$ cat src/rtl/bist_pattern_engine.sv
// -----------------------------------------------------------------------------
// bist_pattern_engine
//
// Built-in stimulus/response engine for combinational (or shallow-pipelined)
// benchmark circuits. A Galois LFSR drives the circuit inputs with a seedable,
// deterministic pattern stream. A MISR compacts the circuit responses into a
// signature. Each run applies a fixed number of patterns under a start/done
// handshake, so one signature compare checks the whole run.
//
// Optional build macro:
//   BIST_GOLDEN_CMP_EN  adds parameter GOLDEN and output pass, a registered
//                       compare of the final signature against GOLDEN.
//
// Ports:
//   clk          clock, all state updates on the rising edge
//   rst          synchronous active-high reset (priority over abort/start)
//   start        pulse; begins a run when sampled in IDLE or DONE
//   abort        returns to IDLE from any state, partial results kept
//   seed_load    sampled with start: 1 = seed_in, 0 = SEED parameter
//   seed_in      run seed (all-zero is replaced by 1)
//   dut_in       registered stimulus to the circuit under test (LFSR state)
//   dut_out      response from the circuit under test
//   busy         high in RUN and DRAIN
//   done         high in DONE
//   signature    MISR contents
//   pattern_cnt  patterns applied in the current/last run (saturating)
//   pass         (BIST_GOLDEN_CMP_EN only) signature matched GOLDEN at DONE
// -----------------------------------------------------------------------------
module bist_pattern_engine #(
    parameter int               IN_W       = 41,
    parameter int               OUT_W      = 32,
    parameter logic [IN_W-1:0]  POLY       = 'h9,
    parameter logic [OUT_W-1:0] MISR_POLY  = 'h0040_0007,
    parameter int               N_PATTERNS = 1024,
    parameter int               LAT        = 0,
    parameter logic [IN_W-1:0]  SEED       = 'h1
`ifdef BIST_GOLDEN_CMP_EN
    ,
    parameter logic [OUT_W-1:0] GOLDEN     = '0
`endif
) (
    input  logic             clk,
    input  logic             rst,
    input  logic             start,
    input  logic             abort,
    input  logic             seed_load,
    input  logic [IN_W-1:0]  seed_in,
    output logic [IN_W-1:0]  dut_in,
    input  logic [OUT_W-1:0] dut_out,
    output logic             busy,
    output logic             done,
    output logic [OUT_W-1:0] signature,
    output logic [15:0]      pattern_cnt
`ifdef BIST_GOLDEN_CMP_EN
    ,
    output logic             pass
`endif
);

    // state  | meaning
    // IDLE   | waiting for start, outputs from reset or an aborted run
    // RUN    | one new pattern per cycle, LFSR advancing
    // DRAIN  | LFSR frozen, collecting the last LAT delayed responses
    // DONE   | run complete, signature and pattern_cnt held
    typedef enum logic [1:0] {
        S_IDLE  = 2'd0,
        S_RUN   = 2'd1,
        S_DRAIN = 2'd2,
        S_DONE  = 2'd3
    } state_t;

    state_t           state;
    logic [IN_W-1:0]  lfsr_step;
    logic [IN_W-1:0]  seed_sel;
    logic [IN_W-1:0]  seed_eff;
    logic [OUT_W-1:0] misr_step;
    logic [OUT_W-1:0] misr_next;
    logic             last_pat;
    logic             capture;
    logic             drain_last;

    always_comb begin
        lfsr_step = {dut_in[IN_W-2:0], 1'b0} ^ (dut_in[IN_W-1] ? POLY : '0);
        misr_step = {signature[OUT_W-2:0], 1'b0}
                    ^ (signature[OUT_W-1] ? MISR_POLY : '0)
                    ^ dut_out;
        misr_next = capture ? misr_step : signature;
        seed_sel  = seed_load ? seed_in : SEED;
        // A zero seed would lock the LFSR at zero for the whole run.
        seed_eff  = (seed_sel == '0) ? IN_W'(1) : seed_sel;
        last_pat  = (pattern_cnt == 16'(N_PATTERNS - 1));
    end

    // Capture-valid pipeline and drain timer. A pattern applied on a RUN
    // edge produces its response LAT cycles later, so the valid bit marks
    // which edges carry a response worth compacting.
    generate
        if (LAT > 0) begin : g_pipe
            localparam int DW = $clog2(LAT + 1);
            logic [LAT-1:0] valid_sr;
            logic [DW-1:0]  drain_cnt;

            always_ff @(posedge clk) begin
                if (rst || abort) begin
                    valid_sr <= '0;
                end else begin
                    valid_sr <= (valid_sr << 1) | LAT'(state == S_RUN);
                end
            end

            // Down-counter reloaded outside DRAIN; terminal count ends DRAIN.
            always_ff @(posedge clk) begin
                if (rst || state != S_DRAIN) begin
                    drain_cnt <= DW'(LAT - 1);
                end else if (drain_cnt != '0) begin
                    drain_cnt <= drain_cnt - 1'b1;
                end
            end

            assign capture    = valid_sr[LAT-1] && !abort;
            assign drain_last = (drain_cnt == '0);
        end else begin : g_nopipe
            // Purely combinational circuit: the response to the pattern
            // currently on dut_in is captured on the same edge that replaces it.
            assign capture    = (state == S_RUN) && !abort;
            assign drain_last = 1'b1;
        end
    endgenerate

    always_ff @(posedge clk) begin
        if (rst) begin
            state       <= S_IDLE;
            dut_in      <= '0;
            signature   <= '0;
            pattern_cnt <= '0;
            busy        <= 1'b0;
            done        <= 1'b0;
`ifdef BIST_GOLDEN_CMP_EN
            pass        <= 1'b0;
`endif
        end else if (abort) begin
            // Partial signature and count stay visible for debug.
            state <= S_IDLE;
            busy  <= 1'b0;
            done  <= 1'b0;
`ifdef BIST_GOLDEN_CMP_EN
            pass  <= 1'b0;
`endif
        end else begin
            if (capture) begin
                signature <= misr_step;
            end

            case (state)
                S_IDLE, S_DONE: begin
                    if (start) begin
                        state       <= S_RUN;
                        dut_in      <= seed_eff;
                        signature   <= '0;
                        pattern_cnt <= '0;
                        busy        <= 1'b1;
                        done        <= 1'b0;
`ifdef BIST_GOLDEN_CMP_EN
                        pass        <= 1'b0;
`endif
                    end
                end

                S_RUN: begin
                    if (pattern_cnt != 16'hFFFF) begin
                        pattern_cnt <= pattern_cnt + 16'd1;
                    end
                    if (last_pat) begin
                        // dut_in keeps the last applied pattern.
                        if (LAT > 0) begin
                            state <= S_DRAIN;
                        end else begin
                            state <= S_DONE;
                            busy  <= 1'b0;
                            done  <= 1'b1;
`ifdef BIST_GOLDEN_CMP_EN
                            pass  <= (misr_next == GOLDEN);
`endif
                        end
                    end else begin
                        dut_in <= lfsr_step;
                    end
                end

                S_DRAIN: begin
                    if (drain_last) begin
                        state <= S_DONE;
                        busy  <= 1'b0;
                        done  <= 1'b1;
`ifdef BIST_GOLDEN_CMP_EN
                        pass  <= (misr_next == GOLDEN);
`endif
                    end
                end

                default: begin
                    state <= S_IDLE;
                    busy  <= 1'b0;
                    done  <= 1'b0;
                end
            endcase
        end
    end

endmodule

$ cat config.mk
export PLATFORM = sky130hd
export DESIGN_NAME = bist_pattern_engine
export DESIGN_NICKNAME = d
export VERILOG_FILES = /design/src/rtl/bist_pattern_engine.sv
export SDC_FILE = /design/constraint.sdc
export NUM_CORES = 1
export LEC_CHECK = 0
export ABC_AREA = 0
export BUFFER_PORTS_ARGS = -buffer_cell sky130_fd_sc_hd__buf_2
export CORE_MARGIN = 2
export CORE_UTILIZATION = 25
export DETAILED_ROUTE_END_ITERATION = 16
export GPL_TIMING_DRIVEN = 0
export PLACE_DENSITY = 0.57
export SYNTH_ARGS = -nofsm -noshare
export SYNTH_HDL_FRONTEND = slang
export SYNTH_SLANG_ARGS = --single-unit
$ cat constraint.sdc
create_clock -name clk -period 1.92 [get_ports clk]
set_input_delay 0.096 -clock clk [delete_from_list [all_inputs] [get_ports clk]]
set_output_delay 0.096 -clock clk [all_outputs]
set_load 0.005 [all_outputs]
==> flow_summary.ini, run 1 <==
[global_routing]
grt_overflow = 0
grt_use_total = 0.1437
antenna_found_initial = 0
grt_pass1_wl_um = 23070
grt_max_degree = 16
grt_pass1_vias = 4320

[route]
vias = 4669
firstDrtPassIters = 4
drtIter0Drc = 142
vias_per_cell = 4.692
postRouteAntennaNets = 0
drcViolationCount = 0
wl_um = 14910
wl_per_cell_um = 14.99

[outcome]
status = finished, violations left
failed_checks = negative setup slack

[critical_path]
crit_buf_inv = 3
required_ns = 2.12
end_kind = flip-flop
critPathArrivalTime_ns = 2.18
max_stage_delay_ns = 0.57
crit_type = flip-flop to flip-flop
start_kind = flip-flop
path_max_fanout = 7
worstPathCellList = or4_4, nor4_4, buf_4, a21oi_4, buf_12, buf_6, nor2_2, a211oi_2
cp_top_family = simple AND/OR/NAND/NOR gates
cp_slowest_cell = or4_4

[logic_synthesis]
ys_ff_latch = 92
synth_edf_count = 0
yosys_most_used_dff = dfxtp_1
synth.avg_cell_area_um2 = 8.515
async_flop_share = 0
synthCells = 550
syn_area_um2 = 4683
ys_seq_area_frac = 0.3933
yosysWarnings = 0
ys_types = 44
syn_nets = 631

[power_and_ir_drop]
internal_power_mw = 3.690
switching_share = 0.2811
p_leak_nw = 2.817
power_frac_seq = 0.416
max-vdd-ir-drop_mv = 0.3991
clockPowerShare = 0.380
powerDensity_nw_per_um2 = 743.2
p_sw_mw = 1.443
combPwrFrac = 0.204

[clock_tree]
cts_tree = built
cts_num_sinks = 92
root_buffer = clkbuf_16
insertion_delay_ns = 0.35
cts_made_buffers = 9
clockBufferDepth = 2
cts_max_level = 3
path_clk_slew_ns = 0.07

[sta]
fin_worst_skew_ns = 0.006003
finalSetupViolCount = 41
grt_setup_unrepaired = yes
relSlewSlack = 0.5172
report.final.slew_viol_count = 0
finalSetupTns_ns = -1.349
fin_hold_ws_ns = 0.03934
fin_crit_ns = 1.986
worst_pin_slew_ns = 0.7242
hold_violations = 0
worst_slack_ns = -0.06642
finalCritPeriodShare = 1.035
fmax_mhz = 503.4

[die]
start_util = 0.2529
core_um2 = 18520
boundaryPins = 169
dieArea_um2 = 19840
die_w_um = 140.9
num_rows = 50
die_h_um = 140.9

[placement]
place.gp.congestion = 0.8167
dpl.hpwl_um = 10820
port_buffers = 168
dp_cells = 952

[final_layout]
diodes = 0
syn2layout_area_growth_pct = 47.48
fin_nets = 837
drive_above_1_share = 0.4560
nFillCells = 1914
final_common_cell = buf_2
instances_no_fill = 995
layout_common_cells = buf_2, nor2_1, dfxtp_1, nand2_1, a21oi_1

[min_path]
hold_class = input port to flip-flop

[job]
maxCapViolCount = 0
## worst min-delay path, cell delays in order
cell,delay (ns)
buf_2,0.08
xnor2_1,0.10
a211oi_1,0.06
## stage by stage
stage,setup slack (ns),utilization,total power [mW],cell area [um2]
2_1_floorplan,0.02776,-,2.658,4705
3_3_place_gp,-0.4335,0.3153,2.996,5838
3_5_place_dp,-0.4521,0.3153,2.999,5838
4_1_cts,-0.08504,0.3559,5.109,6591
5_1_grt,-0.1199,0.3730,5.369,6907
6_report,-0.06642,0.3730,5.133,6907
## layer usage
| metal | global-route usage | part of all wire | vias to the layer above |
|---|---|---|---|
| met4 | 0.04737 | 0.016 | 0 |
| met1 | 0.1933 | 0.46 | 2155 |
| met2 | 0.2259 | 0.45 | 161 |
| met3 | 0.03601 | 0.070 | 16 |
| li1 | - | - | 2337 |
| met5 | 0 | 0 | - |
## final timing paths
path	slack, ns	startpoint	depth (start not counted)	endpoint
worst min-delay path	0.04	dut_out[14]	3	signature[14]$_SDFFE_PP0N_
worst max-delay path	-0.07	pattern_cnt[13]$_SDFFE_PP0P_	8	dut_in[17]$_SDFFE_PP0P_
worst max register to register	-0.07	pattern_cnt[13]$_SDFFE_PP0P_	8	dut_in[17]$_SDFFE_PP0P_
worst min register to register	0.52	signature[29]$_SDFFE_PP0N_	2	signature[29]$_SDFFE_PP0N_
## logic make-up (layout without fill, tap and decap cells)
kind of cell / Yosys count / count (layout) / synth area share
compound gates: 135 / 136 / 0.2394
xor+xnor: 50 / 50 / 0.09351
fa+ha+maj: 3 / 3 / 0.008016
buf+inv: 46 / 256 / 0.04675
flops: 92 / 92 / 0.3933
mux: 2 / 2 / 0.004275
simple gates: 222 / 222 / 0.2148
## power groups by stage
stage                     Sequential (mW)  Clock, mW  Combinational (mW)
final                                2.14       1.95                1.05
after global routing                 2.15       2.07                1.14
after CTS                            2.13       2.01               0.977
after detailed placement             2.15          0               0.846
after global placement               2.16          0               0.840
after floorplan                      2.14          0               0.514
## Yosys cell counts (all sizes together) (4+ instances only)
master	number	area [um2]
buf	14	98.84
xor2	14	122.6
clkbuf	28	105.1
nand3	6	35.03
o211ai	4	30.03
nor3	4	25.02
nand2	44	165.2
dfxtp	92	1842
o2111ai	6	52.55
nand4	6	37.54
xnor2	36	315.3
o21ai	4	23.77
nor2	131	519.3
nor4	13	96.34
inv	4	15.01
a21oi	46	234.0
a211oi	69	718.2
## layout make-up
class                   count  area (um2)  share of cell area
plain buffers              42       289.0             0.04185
clock buffers              10       239.0             0.03460
clock inverters             6       86.33             0.01250
inverters                   4       15.01            0.002174
multi-input cells         413        2994              0.4335
flip-flops and latches     92        1859              0.2692
well taps                 234       292.8             0.04239
repair buffers            194        1131              0.1638
## sequential cells by signal (all words and copies together) (netlist names)
register and count:
busy 1, done 1, dut_in 41, pattern_cnt 16
signature 32, state 1
## repair_timing
item / 4_1_cts / 5_1_grt
hold buffers: 0 / 0
gates resized for setup: 83 / 58
buffers inserted: 8 / 11
gates cloned: 5 / 3
pin swaps: 6 / 8
setup endpoints to repair: 79 / 87
No activity file was read; power rests on OpenSTA's default activity.
==> run 2, diff against run 1 <==
--- a/config.mk
+++ b/config.mk
@@ -7,6 +7,7 @@
 export LEC_CHECK = 0
 export ABC_AREA = 0
 export BUFFER_PORTS_ARGS = -buffer_cell sky130_fd_sc_hd__buf_2
+export CORE_ASPECT_RATIO = 0.5
 export CORE_MARGIN = 2
 export CORE_UTILIZATION = 25
 export DETAILED_ROUTE_END_ITERATION = 16
@@ -15,3 +16,4 @@
 export SYNTH_ARGS = -nofsm -noshare
 export SYNTH_HDL_FRONTEND = slang
 export SYNTH_SLANG_ARGS = --single-unit
+export TNS_END_PERCENT = 30
==> run 2 against run 1 <==
Combinational power about the same. Total power is 0.10% lower. Flip-flop and latch count did not move. Sequential power about the same. Critical path type unchanged. Worst hold slack improved by 0.012 ns. The run still ends with negative setup slack left.
==> flow_summary.ini, run 2 (synthesis gave the netlist of run 1 again) <==
[critical_path]
cp_top_family = simple AND/OR/NAND/NOR gates
critPathArrivalTime_ns = 2.18
required_ns = 2.13
crit_buf_inv = 3
worstPathCellList = or4_4, nor4_4, buf_4, a21oi_4, buf_12, buf_6, nand3_1, o32ai_2
start_kind = flip-flop
path_max_fanout = 6
max_stage_delay_ns = 0.53
crit_type = flip-flop to flip-flop
end_kind = flip-flop
cp_slowest_cell = or4_4

[sta]
report.final.slew_viol_count = 0
fmax_mhz = 505.8
worst_pin_slew_ns = 0.7511
finalCritPeriodShare = 1.030
fin_worst_skew_ns = 0.01282
finalSetupViolCount = 38
fin_crit_ns = 1.977
fin_hold_ws_ns = 0.05116
grt_setup_unrepaired = yes
hold_violations = 0
relSlewSlack = 0.4993
finalSetupTns_ns = -0.9857
worst_slack_ns = -0.05700

[route]
vias_per_cell = 4.665
wl_per_cell_um = 14.99
postRouteAntennaNets = 0
firstDrtPassIters = 4
vias = 4688
wl_um = 15060
drcViolationCount = 0
drtIter0Drc = 108

[die]
die_w_um = 197.6
core_um2 = 18390
die_h_um = 100.8
boundaryPins = 169
dieArea_um2 = 19910
num_rows = 35
start_util = 0.2546

[final_layout]
drive_above_1_share = 0.4562
reg.largest.list = dut_in (41), signature (32), pattern_cnt (16)
finish.instance_area_um2 = 6937
final_common_cell = buf_2
largest_register_ffs = 41
fin_nets = 841
largest-register = dut_in
syn2layout_area_growth_pct = 48.12
layout_common_cells = buf_2, nor2_1, dfxtp_1, a21oi_1, nand2_1
finish.utilization = 0.3771
nFillCells = 1918
instances_no_fill = 1005
diodes = 0

[global_routing]
grt_overflow = 0
grt_max_degree = 16
grt_pass1_wl_um = 23010
grt_pass1_vias = 4409
grt_use_total = 0.1472
antenna_found_initial = 0

[power_and_ir_drop]
powerDensity_nw_per_um2 = 739.2
p_leak_nw = 2.827
max-vdd-ir-drop_mv = 0.3768

[clock_tree]
cts_tree = built
cts_made_buffers = 9
cts_num_sinks = 92
root_buffer = clkbuf_16
cts_max_level = 3
insertion_delay_ns = 0.34
path_clk_slew_ns = 0.07
clockBufferDepth = 2
ctsHoldBuffers = 0

[outcome]
status = finished, violations left
failed_checks = negative setup slack

[job]
maxCapViolCount = 0

[placement]
port_buffers = 168
placed_cell_area_um2 = 5846
dp_cells = 958
dpl.hpwl_um = 10780
place.gp.congestion = 0.8011

[min_path]
hold_class = input port to flip-flop
run 2: what timing repair did:
| item | in CTS | in global routing |
|---|---|---|
| gates resized for setup | 81 | 61 |
| setup buffers | 10 | 13 |
| endpoints found under the hold margin | 0 | 0 |
| pin swaps | 6 | 13 |
| cloned | 8 | 0 |
| endpoints found under the setup margin | 79 | 85 |
run 2: cell type report:
cell class                 instances  area [um2]  share of cell area
buffer                            42       291.5             0.04203
tap                              240       300.3             0.04329
sequential                        92        1864              0.2688
multi-input combinational        413        2995              0.4318
clock inverter                     6       87.58             0.01263
inverter                           4       15.01            0.002165
clock buffer                      10       229.0             0.03301
timing repair buffer             198        1154              0.1663
run 2: worst paths after layout:
path / start / to / slack [ns] / cells past startpoint
max: pattern_cnt[11]$_SDFFE_PP0P_ / dut_in[0]$_SDFFE_PP0P_ / -0.06 / 8
min: dut_out[26] / signature[26]$_SDFFE_PP0N_ / 0.05 / 3
max reg2reg: pattern_cnt[11]$_SDFFE_PP0P_ / dut_in[0]$_SDFFE_PP0P_ / -0.06 / 8
min reg2reg: busy$_SDFFE_PP0P_ / busy$_SDFFE_PP0P_ / 0.51 / 2
run 2: routing by layer:
metal  up-vias  global-route usage  wire length (um)
li1       2351                   -                 -
met1      2237              0.1907              7008
met2        88              0.2511              7380
met3        12             0.02978               519
met4         0             0.03933               156
met5         -                   0                 0
run 2: power by group:
group | switching [mW] | total [mW] | leakage (nW) | internal (mW)
Sequential | 0.121 | 2.13 | 0.756 | 2.01
Combinational | 0.551 | 1.06 | 1.91 | 0.510
Clock | 0.791 | 1.94 | 0.157 | 1.15
run 2: worst register-to-register path, stage by stage (launching register included):
cell and delay (ns):
dfxtp_4 0.37, or4_4 0.53, nor4_4 0.22, buf_4 0.17
a21oi_4 0.09, buf_12 0.16, buf_6 0.14, nand3_1 0.09
o32ai_2 0.06
run 2: stage by stage:
step	total power [mW]	setup slack (ns)
floorplan	2.658	0.02776
global route	5.393	-0.1036
global placement	2.988	-0.3161
finish	5.128	-0.05700
CTS	5.129	-0.08474
detailed placement	3.002	-0.3689
